<file path="config.mk">
export PLATFORM = sky130hd
export DESIGN_NAME = dlx_shift_sequencer
export DESIGN_NICKNAME = d
export VERILOG_FILES = /design/src/rtl/dlx_shift_pkg.sv /design/src/rtl/dlx_shift_step.sv /design/src/rtl/dlx_shift_sequencer.sv
export SDC_FILE = /design/constraint.sdc
export NUM_CORES = 1
export LEC_CHECK = 0
export ABC_AREA = 1
export CORE_ASPECT_RATIO = 1.1
export CORE_MARGIN = 3
export CORE_UTILIZATION = 45
export CTS_CLUSTER_SIZE = 20
export DETAILED_ROUTE_END_ITERATION = 12
export GPL_TIMING_DRIVEN = 0
export PLACE_DENSITY_LB_ADDON = 0.3
export SLEW_MARGIN = 20
export SYNTH_ARGS = -nofsm -noshare
export SYNTH_HDL_FRONTEND = slang
export SYNTH_SLANG_ARGS = --single-unit
</file>
<file path="constraint.sdc">
create_clock -name CLK -period 3 [get_ports CLK]
set_input_delay 0.3 -clock CLK [delete_from_list [all_inputs] [get_ports CLK]]
set_output_delay 0.3 -clock CLK [all_outputs]
set_load 0.01 [all_outputs]
</file>
<file path="src/rtl/dlx_shift_pkg.sv">
// Shared types and default sizes for the DLX multi-cycle shift unit.
// The arithmetic-right feature is gated by the SHIFT_SEQ_ARITH_EN macro in the sequencer.
package dlx_shift_pkg;

  localparam int DEF_WIDTH = 32;
  localparam int DEF_AMT_W = 5;

  typedef enum logic [1:0] {
    ST_IDLE = 2'd0,
    ST_RUN  = 2'd1,
    ST_DONE = 2'd2
  } shift_state_e;

  typedef enum logic [1:0] {
    STEP_LEFT        = 2'd0,
    STEP_RIGHT_LOG   = 2'd1,
    STEP_RIGHT_ARITH = 2'd2
  } step_dir_e;

endpackage

</file>
<file path="src/rtl/dlx_shift_step.sv">
// Combinational single-bit shift step: left, logical right or sign-replicating right.
module dlx_shift_step
  import dlx_shift_pkg::*;
#(
  parameter int WIDTH = DEF_WIDTH
) (
  input  logic [WIDTH-1:0] data,
  input  logic             right,
  input  logic             arith,
  output logic [WIDTH-1:0] data_shifted
);

  step_dir_e dir_s;

  // Decode the step direction, then apply the one-bit shift.
  always_comb begin
    dir_s        = STEP_LEFT;
    data_shifted = data;
    if (right) begin
      if (arith) begin
        dir_s = STEP_RIGHT_ARITH;
      end else begin
        dir_s = STEP_RIGHT_LOG;
      end
    end else begin
      dir_s = STEP_LEFT;
    end
    case (dir_s)
      STEP_LEFT:        data_shifted = {data[WIDTH-2:0], 1'b0};
      STEP_RIGHT_LOG:   data_shifted = {1'b0, data[WIDTH-1:1]};
      STEP_RIGHT_ARITH: data_shifted = {data[WIDTH-1], data[WIDTH-1:1]};
      default:          data_shifted = data;
    endcase
  end

endmodule

</file>
<file path="src/rtl/dlx_shift_sequencer.sv">
// Multi-cycle shift sequencer: one shift step per clock until the amount is consumed.
// Define SHIFT_SEQ_ARITH_EN to enable the arithmetic right step (ARITH port otherwise ignored).
module dlx_shift_sequencer
  import dlx_shift_pkg::*;
#(
  parameter int WIDTH = DEF_WIDTH,
  parameter int AMT_W = DEF_AMT_W
) (
  input  logic             CLK,
  input  logic             RESET,
  input  logic             START,
  input  logic [WIDTH-1:0] DATA_IN,
  input  logic [AMT_W-1:0] AMOUNT,
  input  logic             RIGHT,
  input  logic             ARITH,
  output logic [WIDTH-1:0] DATA_OUT,
  output logic             BUSY,
  output logic             DONE
);

  shift_state_e     state_r;
  shift_state_e     state_next_s;
  logic [WIDTH-1:0] data_r;
  logic [WIDTH-1:0] step_data_s;
  logic [AMT_W-1:0] count_r;
  logic             right_r;
  logic             arith_r;
  logic             arith_in_s;
  logic             busy_r;
  logic             done_r;
  logic             load_s;
  logic             step_en_s;

`ifdef SHIFT_SEQ_ARITH_EN
  assign arith_in_s = ARITH;
`else
  logic unused_arith_s;
  assign unused_arith_s = ARITH;
  assign arith_in_s     = 1'b0;
`endif

  dlx_shift_step #(
    .WIDTH (WIDTH)
  ) u_step (
    .data         (data_r),
    .right        (right_r),
    .arith        (arith_r),
    .data_shifted (step_data_s)
  );

  // Next-state and datapath-control decode.
  always_comb begin
    state_next_s = state_r;
    load_s       = 1'b0;
    step_en_s    = 1'b0;
    case (state_r)
      ST_IDLE: begin
        if (START) begin
          load_s = 1'b1;
          if (AMOUNT == {AMT_W{1'b0}}) begin
            state_next_s = ST_DONE;
          end else begin
            state_next_s = ST_RUN;
          end
        end else begin
          state_next_s = ST_IDLE;
        end
      end
      ST_RUN: begin
        step_en_s = 1'b1;
        if (count_r == {{(AMT_W-1){1'b0}}, 1'b1}) begin
          state_next_s = ST_DONE;
        end else begin
          state_next_s = ST_RUN;
        end
      end
      ST_DONE: state_next_s = ST_IDLE;
      default: state_next_s = ST_IDLE;
    endcase
  end

  // State register; BUSY/DONE are registered from the next state so they leave flops.
  always_ff @(posedge CLK) begin
    if (RESET) begin
      state_r <= ST_IDLE;
      busy_r  <= 1'b0;
      done_r  <= 1'b0;
    end else begin
      state_r <= state_next_s;
      busy_r  <= (state_next_s != ST_IDLE);
      done_r  <= (state_next_s == ST_DONE);
    end
  end

  // Operand capture on accept, one step per RUN cycle, hold otherwise.
  always_ff @(posedge CLK) begin
    if (RESET) begin
      data_r  <= {WIDTH{1'b0}};
      count_r <= {AMT_W{1'b0}};
      right_r <= 1'b0;
      arith_r <= 1'b0;
    end else if (load_s) begin
      data_r  <= DATA_IN;
      count_r <= AMOUNT;
      right_r <= RIGHT;
      arith_r <= arith_in_s;
    end else if (step_en_s) begin
      data_r  <= step_data_s;
      count_r <= count_r - {{(AMT_W-1){1'b0}}, 1'b1};
    end else begin
      data_r  <= data_r;
      count_r <= count_r;
    end
  end

  assign DATA_OUT = data_r;
  assign BUSY     = busy_r;
  assign DONE     = done_r;

endmodule

</file>
==> qor.yml, run 1 <==
worst_hold_path:
  min_from: "RESET"
  whs_endpoint: "BUSY"
  hold_path_depth: 2
  hp-class: "primary input to flip-flop"
pwr:
  p_per_area_nw_per_um2: 477
  finalPower_uw: 1640
  power_leakage_uw: 0.00165
  vdd_ir_drop_max_v: 0.000321
drt:
  via_count: 2792
  drc: 0
  wl_per_cell_um: 12.0
  wirelength_um: 6840
  drtIter0Drc: 244
  via_per_inst: 4.89
  drtAntennaViolNets: 0
  dr.pass1.iters: 4
critical_path:
  crit_fanout: 3
  worstPathCellList: "clkdlybuf4s50_1"
  reg2reg_from: "right_r"
  r2r_cells: 7
  crit_required_ps: 2700
  rr_endpoint: "DATA_OUT[12]"
  crit_buf_inv: 1
  crit_type: "flip-flop to primary output"
  critical-path-top-delay-family: "buffers and inverters"
  cp.depth: 1
  cp_slowest_cell: "clkdlybuf4s50_1"
  critical-path-max-stage-delay_ps: 560
  r2r_slack_ps: 1670
  start_kind: "flip-flop"
  crit_arrival_ps: 1250
  end_kind: "primary output"
layout:
  final_util: 0.660
  regArea_sq_um: 841
  layout.nets: 542
  diodes: 0
  multi_input_area_sq_um: 1220
  num-fill-cells: 506
  drive_gt1_frac: 0.0621
  syn_to_final_growth_pct: 37.2
  fin_cells: 571
synthesis:
  synth_commonest_cells: "nand2_1 (148), inv_1 (75), dfxtp_1 (42), nand3_1 (42), a21oi_1 (35)"
  synth_edf_count: 0
  synth_area_leaders: "dfxtp_1 (34%), nand2_1 (22%), inv_1 (11%)"
  syn-instance-count: 418
  synth_seq_cells: 42
  synth.largest_area_cell: "dfxtp_1"
  synthesis.area_sq_um: 2500
  synth_seq_area_share: 0.336
  synth_warnings: 0
  syn_nets: 462
  async_reset_ff_frac: 0
  synth_top_cell_area_share: 0.336
  synthFlopType: "dfxtp_1"
  syn_avg_cell_area_sq_um: 5.99
  synth.distinct_cells: 23
  synth_most_common_cell: "nand2_1"
timing:
  fin_crit_ps: 1550
  rsz0062_at_grt: "false"
  fin_skew_ps: 7.42
  fin_ws_ps: 1450
  worst_pin_slew_ps: 499
  final-setup-viol-count: 0
  fmax_mhz: 644
  finalHoldViolCount: 0
  slew_violations: 0
  min_period_over_period: 0.518
  slew_headroom: 0.668
  totalNegativeSetupSlack_ps: 0
floorplanning:
  die_y_um: 84.3
  core_area_sq_um: 5200
  start_util: 0.481
  rows: 27
  die_w_um: 77.1
  dieArea_sq_um: 6500
  ios: 76
global_route:
  grt.overflow.total: 0
  grt_max_degree: 13
  grt_first_pass_wirelength_um: 11500
  grt_usage: 0.209
  grt_antenna_before_repair: 0
  grt_pass1_vias: 2718
job:
  cap_violations: 0
placed_design:
  hpwl_um: 4960
  dpl_worst_slack_ps: 1180
  port_buffers: 73
  dpl.cell_count: 563
  gp_congestion: 0.837
cts:
  cts_sinks: 42
  cts_tree: "yes"
  cts_resized: 0
  htree_levels: 2
  cts_buffer_depth: 2
  hold_buffers: 0
  cts.clk_slew.worst_paths_ps: 80
  cts-root-buf: "clkbuf_8"
  clkLatencyLatePin_ps: 300
  numCtsBuffers: 5
  cts_setup_buffers: 0
status:
  status: "completed"
metrics by stage:
stage                     hold slack [ps]  area (sq um)
after floorplan                       456          2500
after global placement                486          3330
after CTS                             373          3440
after global routing                  387          3440
final                                 388          3440
after detailed placement              500          3330
worst max-delay path by stage:
stage,slack (ps),start,to
3_3_place_gp,1220,START,DATA_OUT[28]
4_1_cts,1450,DATA_OUT[31],DATA_OUT[31]
2_1_floorplan,1910,state_r[1],DATA_OUT[15]
6_report,1450,DATA_OUT[31],DATA_OUT[31]
3_5_place_dp,1180,START,DATA_OUT[28]
5_1_grt,1380,START,DATA_OUT[30]
routing by layer:
metal / vias up / wire [um] / track usage / part of all wire
met5: - / 0 / 0 / 0
met4: 0 / 120 / 0.0971 / 0.018
met3: 13 / 531 / 0.0569 / 0.078
met2: 107 / 3090 / 0.346 / 0.45
met1: 1232 / 3100 / 0.250 / 0.45
li1: 1440 / - / - / -
report_power, final:
group	internal, uW	total [uW]	switching [uW]
clock network	233	429	196
logic	257	541	284
registers	619	669	50.6
total	1110	1640	531
area by class of cell:
cell class	instances	area share
repair buffers	73	0.213
inverters	76	0.0838
multi-input cells	276	0.356
plain buffers	24	0.0444
clock buffers	8	0.0320
well taps	72	0.0262
flip-flops and latches	42	0.245
cell usage in the layout (no fill, tap or decap):
| master | netlist | routed |
|---|---|---|
| o211a_1 | 1 | 1 |
| o21bai_1 | 1 | 1 |
| inv_4 | 1 | 1 |
| clkdlybuf4s50_1 | 0 | 73 |
| clkbuf_1 | 3 | 3 |
| buf_1 | 3 | 3 |
| nand3_1 | 42 | 42 |
| nor2_4 | 1 | 1 |
| nand2_1 | 148 | 148 |
| clkbuf_8 | 0 | 8 |
| o21ai_1 | 1 | 1 |
| nor2_2 | 1 | 1 |
| nand4_1 | 1 | 1 |
| buf_2 | 11 | 11 |
| a31oi_1 | 3 | 3 |
| nand2_2 | 1 | 1 |
| ha_1 | 2 | 2 |
| buf_6 | 6 | 6 |
| o21ai_0 | 30 | 30 |
| inv_1 | 75 | 75 |
| buf_4 | 1 | 1 |
| a21oi_1 | 35 | 35 |
| nor2_1 | 8 | 8 |
| or2_2 | 1 | 1 |
| dfxtp_1 | 42 | 42 |
sequential cells by signal, summed over array words and instances, names as in the netlist:
register,count
BUSY,1
DATA_OUT,32
DONE,1
count_r,5
right_r,1
state_r,2
kinds of logic (layout without fill, tap and decap cells):
logic type,after synthesis,after routing,share of synthesized area
buf+inv,100,181,0.176
simple gates,203,203,0.332
flops,42,42,0.336
fa+ha+maj,2,2,0.00999
compound gates,71,71,0.146
Note: power is estimated with default switching activity, not from simulation.
==> inputs of run 2 (changes only) <==
Clock period 3 ns to 1.56 ns, I/O delays scaled along.
==> results of run 2 <==
Same layout as run 1 (identical final DEF). Status: completed.
Among the figures that moved: setup slack after placement 1180 ps -> -118 ps; setup slack after layout 1450 ps -> 151 ps; hold slack 388 ps -> 244 ps; register-to-register setup slack 1670 ps -> 230 ps; total power 1640 uW -> 3150 uW; worst IR drop on VDD 0.000321 V -> 0.000618 V
